[config.mk]
export PLATFORM = sky130hd
export DESIGN_NAME = nvme_irq_coalesce
export DESIGN_NICKNAME = d
export VERILOG_FILES = /design/src/rtl/nvme_irq_coalesce.sv
export SDC_FILE = /design/constraint.sdc
export NUM_CORES = 1
export LEC_CHECK = 0
export CAP_MARGIN = 25
export CORE_MARGIN = 5
export CORE_UTILIZATION = 40
export CTS_BUF_LIST = sky130_fd_sc_hd__clkbuf_8
export CTS_CLUSTER_DIAMETER = 100
export CTS_CLUSTER_SIZE = 20
export DETAILED_ROUTE_END_ITERATION = 8
export HOLD_SLACK_MARGIN = 0.08
export PLACE_DENSITY = 0.63
export SYNTH_ARGS = -nofsm -noshare
export SYNTH_HDL_FRONTEND = slang
export SYNTH_SLANG_ARGS = --single-unit
export TNS_END_PERCENT = 20
[constraint.sdc]
create_clock -name clk -period 5.2 [get_ports clk]
set_input_delay 1.04 -clock clk [delete_from_list [all_inputs] [get_ports clk]]
set_output_delay 1.04 -clock clk [all_outputs]
set_load 0.05 [all_outputs]
[src/rtl/nvme_irq_coalesce.sv]
// Multi-vector NVMe-style interrupt coalescing controller: per-vector event
// counters and aggregation timers, served one at a time with round-robin fairness.
module nvme_irq_coalesce #(
    parameter  int unsigned NUM_VEC = 4,
    parameter  int unsigned CNT_W   = 8,
    parameter  int unsigned TIME_W  = 16,
    localparam int unsigned VEC_W   = (NUM_VEC > 1) ? $clog2(NUM_VEC) : 1
) (
    input  logic               clk,
    input  logic               reset_n,
    input  logic [NUM_VEC-1:0] cq_event,
    input  logic [NUM_VEC-1:0] vec_mask,
    input  logic [CNT_W-1:0]   agg_thr,
    input  logic [TIME_W-1:0]  agg_time,
    output logic               irq_req,
    output logic [VEC_W-1:0]   irq_vec,
    input  logic               irq_ack,
    output logic [NUM_VEC-1:0] pend
);

    typedef enum logic {
        IDLE = 1'b0,
        REQ  = 1'b1
    } state_t;

    state_t state_q, state_d;

    logic [CNT_W:0]        count_q [NUM_VEC];
    logic [CNT_W:0]        count_d [NUM_VEC];
    logic [TIME_W-1:0]     timer_q [NUM_VEC];
    logic [TIME_W-1:0]     timer_d [NUM_VEC];
    logic [VEC_W-1:0]      rr_q, rr_d;
    logic [VEC_W-1:0]      vec_q, vec_d;
    logic [NUM_VEC-1:0]    pend_q, pend_d;

    logic [CNT_W:0]        thr;
    logic [NUM_VEC-1:0]    ready;
    logic [NUM_VEC-1:0]    eligible;
    logic [2*NUM_VEC-1:0]  elig_dbl;
    logic [2*NUM_VEC-1:0]  elig_rot;
    logic                  grant_valid;
    logic [VEC_W-1:0]      grant_idx;
    logic                  ack_hit;

    // Readiness uses registered count/timer but live threshold inputs.
    always_comb begin
        thr = {1'b0, agg_thr} + (CNT_W+1)'(1);
        for (int unsigned i = 0; i < NUM_VEC; i++) begin
            ready[i] = (count_q[i] >= thr) ||
                       ((agg_time != '0) && (timer_q[i] >= agg_time));
        end
        eligible = ready & ~vec_mask;
    end

    // Rotate so bit 0 corresponds to rr_q, then take the lowest set bit.
    always_comb begin
        int unsigned sum;
        sum         = 0;
        grant_valid = 1'b0;
        grant_idx   = '0;
        elig_dbl    = {eligible, eligible};
        elig_rot    = elig_dbl >> rr_q;
        for (int unsigned k = 0; k < NUM_VEC; k++) begin
            if (!grant_valid && elig_rot[k]) begin
                sum = 32'(rr_q) + k;
                if (sum >= NUM_VEC) begin
                    sum = sum - NUM_VEC;
                end
                grant_valid = 1'b1;
                grant_idx   = VEC_W'(sum);
            end
        end
    end

    always_comb begin
        state_d = state_q;
        vec_d   = vec_q;
        rr_d    = rr_q;
        ack_hit = 1'b0;
        case (state_q)
            IDLE: begin
                if (grant_valid) begin
                    state_d = REQ;
                    vec_d   = grant_idx;
                end
            end
            REQ: begin
                if (irq_ack) begin
                    state_d = IDLE;
                    ack_hit = 1'b1;
                    rr_d    = (32'(vec_q) == NUM_VEC - 1) ? '0 : vec_q + VEC_W'(1);
                end
            end
            default: state_d = IDLE;
        endcase
    end

    always_comb begin
        for (int unsigned i = 0; i < NUM_VEC; i++) begin
            count_d[i] = count_q[i];
            timer_d[i] = timer_q[i];
            if (ack_hit && (32'(vec_q) == i)) begin
                count_d[i] = cq_event[i] ? (CNT_W+1)'(1) : '0;
                timer_d[i] = '0;
            end else begin
                if (cq_event[i] && (count_q[i] != '1)) begin
                    count_d[i] = count_q[i] + (CNT_W+1)'(1);
                end
                if (count_q[i] == '0) begin
                    timer_d[i] = '0;
                end else if (timer_q[i] != '1) begin
                    timer_d[i] = timer_q[i] + TIME_W'(1);
                end
            end
            pend_d[i] = (count_d[i] != '0);
        end
    end

    always_ff @(posedge clk) begin
        if (!reset_n) begin
            state_q <= IDLE;
            vec_q   <= '0;
            rr_q    <= '0;
            pend_q  <= '0;
            for (int unsigned i = 0; i < NUM_VEC; i++) begin
                count_q[i] <= '0;
                timer_q[i] <= '0;
            end
        end else begin
            state_q <= state_d;
            vec_q   <= vec_d;
            rr_q    <= rr_d;
            pend_q  <= pend_d;
            for (int unsigned i = 0; i < NUM_VEC; i++) begin
                count_q[i] <= count_d[i];
                timer_q[i] <= timer_d[i];
            end
        end
    end

    assign irq_req = (state_q == REQ);
    assign irq_vec = vec_q;
    assign pend    = pend_q;

endmodule

==> flow_metrics.py <==
metrics = {
    "floorplan": {
        "initial_core_util": 0.406,
        "rows": 50,
        "io_pins": 42,
        "dieHeight_microns": 148,
        "die_area_sq_mm": 0.0219,
        "die_w_microns": 148,
        "core_sq_mm": 0.0188,
    },
    "sta": {
        "finalSetupViolations": 0,
        "rsz0062_at_grt": "false",
        "finalSetupTns_ps": 0,
        "tightest_slew_ps": 858,
        "fin_crit_sh": 0.811,
        "max_slew_margin": 0.424,
        "max_freq_mhz": 237,
        "finalWorstPathRequiredPeriod_ps": 4220,
        "hold_violations": 0,
        "hold_slack_ps": 523,
        "slew_viol_final": 0,
        "skew_ps": 7.32,
    },
    "layout": {
        "fill_cells": 1882,
        "final_cell_area_sq_mm": 0.00839,
        "diodes": 0,
        "drive_above_1_share": 0.0301,
        "areaGrowthSynthToFinish_pct": 10.1,
        "final_core_util": 0.447,
        "nNetsFinal": 1100,
    },
    "job": {
        "max-cap-violations": 0,
    },
    "place": {
        "portBuffers": 41,
        "dp.final_hpwl_mm": 14.0,
        "place_area_sq_mm": 0.00820,
        "gp_congestion": 0.870,
    },
    "detailed_routing": {
        "dr.max_layer_used": "met4",
        "first_pass_iters": 5,
        "route.met3.wl_microns": 882,
        "wl_per_cell_microns": 15.4,
        "drtAntennaViolNets": 0,
        "detail_route.iter0.violations": 303,
        "dr_total_vias": 6572,
        "wl_met2_mm": 8.13,
        "routedLengthMet1_mm": 9.26,
        "wirelength_mm": 18.5,
        "vias_per_cell": 5.48,
        "drc": 0,
    },
    "power": {
        "vdd_drop_max_mv": 0.126,
        "p_per_area_mw_per_mm2": 191,
        "leakage_nw": 3.30,
    },
    "synthesis": {
        "yosysTopAreaCellShare": 0.286,
        "synth-adder-area-share": 0.175,
        "synth_compound_area_frac": 0.153,
        "syn-cell-area_sq_mm": 0.00763,
        "ys.flop_type": "dfxtp_1",
        "synth-seq-cells": 109,
        "synth_xor_area_frac": 0.0896,
        "ys_warn_count": 0,
        "synthArstFlopShare": 0,
        "synth_cells": 939,
        "synth_top_family_by_area": "simple AND/OR/NAND/NOR gates",
        "synth-edff-count": 0,
        "ys_seq_area_frac": 0.286,
        "synth_nets": 1079,
        "synth-simple-area-share": 0.253,
        "synthDistinctLibCells": 67,
        "yosys.area.top_type": "dfxtp_1",
        "synth.area.mux_share": 0.00787,
        "synth_area_leaders": "dfxtp_1 (29%), ha_1 (17%), nor2_1 (6.0%)",
        "syn_avg_cell_area_sq_um": 8.12,
    },
    "min_path": {
        "hold_depth": 2,
        "hold_class": "flop to flop",
    },
    "clock_tree": {
        "cts_hold_buf": 0,
        "cts_sinks": 109,
        "clock_latency_ps": 390,
        "cts_tree": "done",
        "path_clk_slew_ps": 100,
        "cts_buffer_depth": 2,
        "htree_num_levels": 3,
        "ctsRootBufferMaster": "clkbuf_8",
        "cts-resized-gates": 0,
        "numCtsBuffers": 9,
        "post-cts-setup-buffers": 0,
    },
    "worst_setup_path": {
        "worst_setup_path_start_kind": "input pin",
        "crit_fanout": 5,
        "required_ps": 5510,
        "worstPathArrival_ps": 4530,
        "r2r_cells": 10,
        "worst-setup-path-type": "input pin to flop",
        "end_kind": "flop",
    },
    "global_routing": {
        "grt_pass1_vias": 6103,
        "grt_max_degree": 17,
        "grt_pass1_wl_mm": 30.6,
        "overflow": 0,
        "grt.total_usage": 0.170,
        "antenna_found_initial": 0,
    },
    "run_status": {
        "outcome": "finished clean",
    },
}
[worst paths after layout]
check	startpoint	to	slack, ps
worst max-delay path	agg_thr[0]	irq_vec[1]$_SDFFE_PN0P_	980
worst min-delay path	rr_q[0]$_SDFFE_PN0P_	rr_q[0]$_SDFFE_PN0P_	520
worst max register to register	count_q[3][2]$_SDFF_PN0_	irq_vec[1]$_SDFFE_PN0P_	2320
worst min register to register	rr_q[0]$_SDFFE_PN0P_	rr_q[0]$_SDFFE_PN0P_	520
[report_power, final]
| part | total (mW) | switching, mW | internal (mW) |
|---|---|---|---|
| Clock | 0.511 | 0.289 | 0.223 |
| Sequential | 0.861 | 0.0147 | 0.846 |
| Combinational | 0.229 | 0.135 | 0.0939 |
| Total | 1.60 | 0.438 | 1.16 |
[synthesized netlist by cell type, drive strengths merged (24+ instances only)]
master	instances
xnor2	31
a21oi	56
clkbuf	24
dfxtp	109
inv	37
nand3	46
o21ai	35
nor3	31
xor2	47
ha	105
nand2	74
nor2	122
nand4	34
[per-layer routing]
layer	vias to the layer above	GRT usage
met5	-	0
met4	0	0.0388
met3	14	0.0366
met2	110	0.268
met1	3029	0.238
li1	3419	-
[per-stage QoR]
stage	cells	total power [mW]	setup WS, ps
floorplan	939	1.02	1510
global placement	1183	1.11	727
detailed placement	1183	1.11	655
CTS	1199	1.63	1040
global route	1199	1.68	751
finish	1199	1.60	985
[registers in the layout, indices dropped and copies added, names as in the netlist]
signal	count
count_q	36
rr_q	2
pend	4
timer_q	64
irq_vec	2
irq_req	1
[area by class of cell]
cell class	instances	area [sq um]	area share
Clock buffer	13	179	0.0213
Sequential cell	109	2180	0.260
Clock inverter	3	11.3	0.00134
Tap cell	234	293	0.0349
Inverter	38	143	0.0170
Timing Repair Buffer	41	410	0.0489
Multi-Input combinational cell	761	5180	0.617
[layout by cell type (no fill, tap or decap), drive strengths merged, types with 8 or more instances in the layout]
master         netlist  routed
nor2               122     122
dfxtp              109     109
ha                 105     105
nand2               74      74
a21oi               56      56
xor2                47      47
nand3               46      46
clkdlybuf4s50        0      41
inv                 37      40
o21ai               35      35
nand4               34      34
xnor2               31      31
nor3                31      31
nor2b               18      18
a21o                15      15
clkbuf              24      13
nand2b              10      10
and3                10      10
nor4                 9       9
a211oi               8       8
[cell families (layout without fill, tap and decap cells)]
group,Yosys count,after routing
compound gates,176,176
xor+xnor,78,78
mux,6,6
fa+ha+maj,107,107
buf+inv,69,95
simple gates,394,394
flops,109,109
[worst max-delay path, stage by stage]
cell             delay (ps)
clkdlybuf4s50_1         480
ha_1                    290
xnor2_1                 420
ha_1                    340
a21oi_1                 120
o21ai_0                 100
maj3_1                  380
a211o_1                 310
a22oi_1                 190
o31ai_2                 150
o41ai_2                 460
nand2_1                  90
a21oi_1                 150
Note: power is estimated with default switching activity, not from simulation.
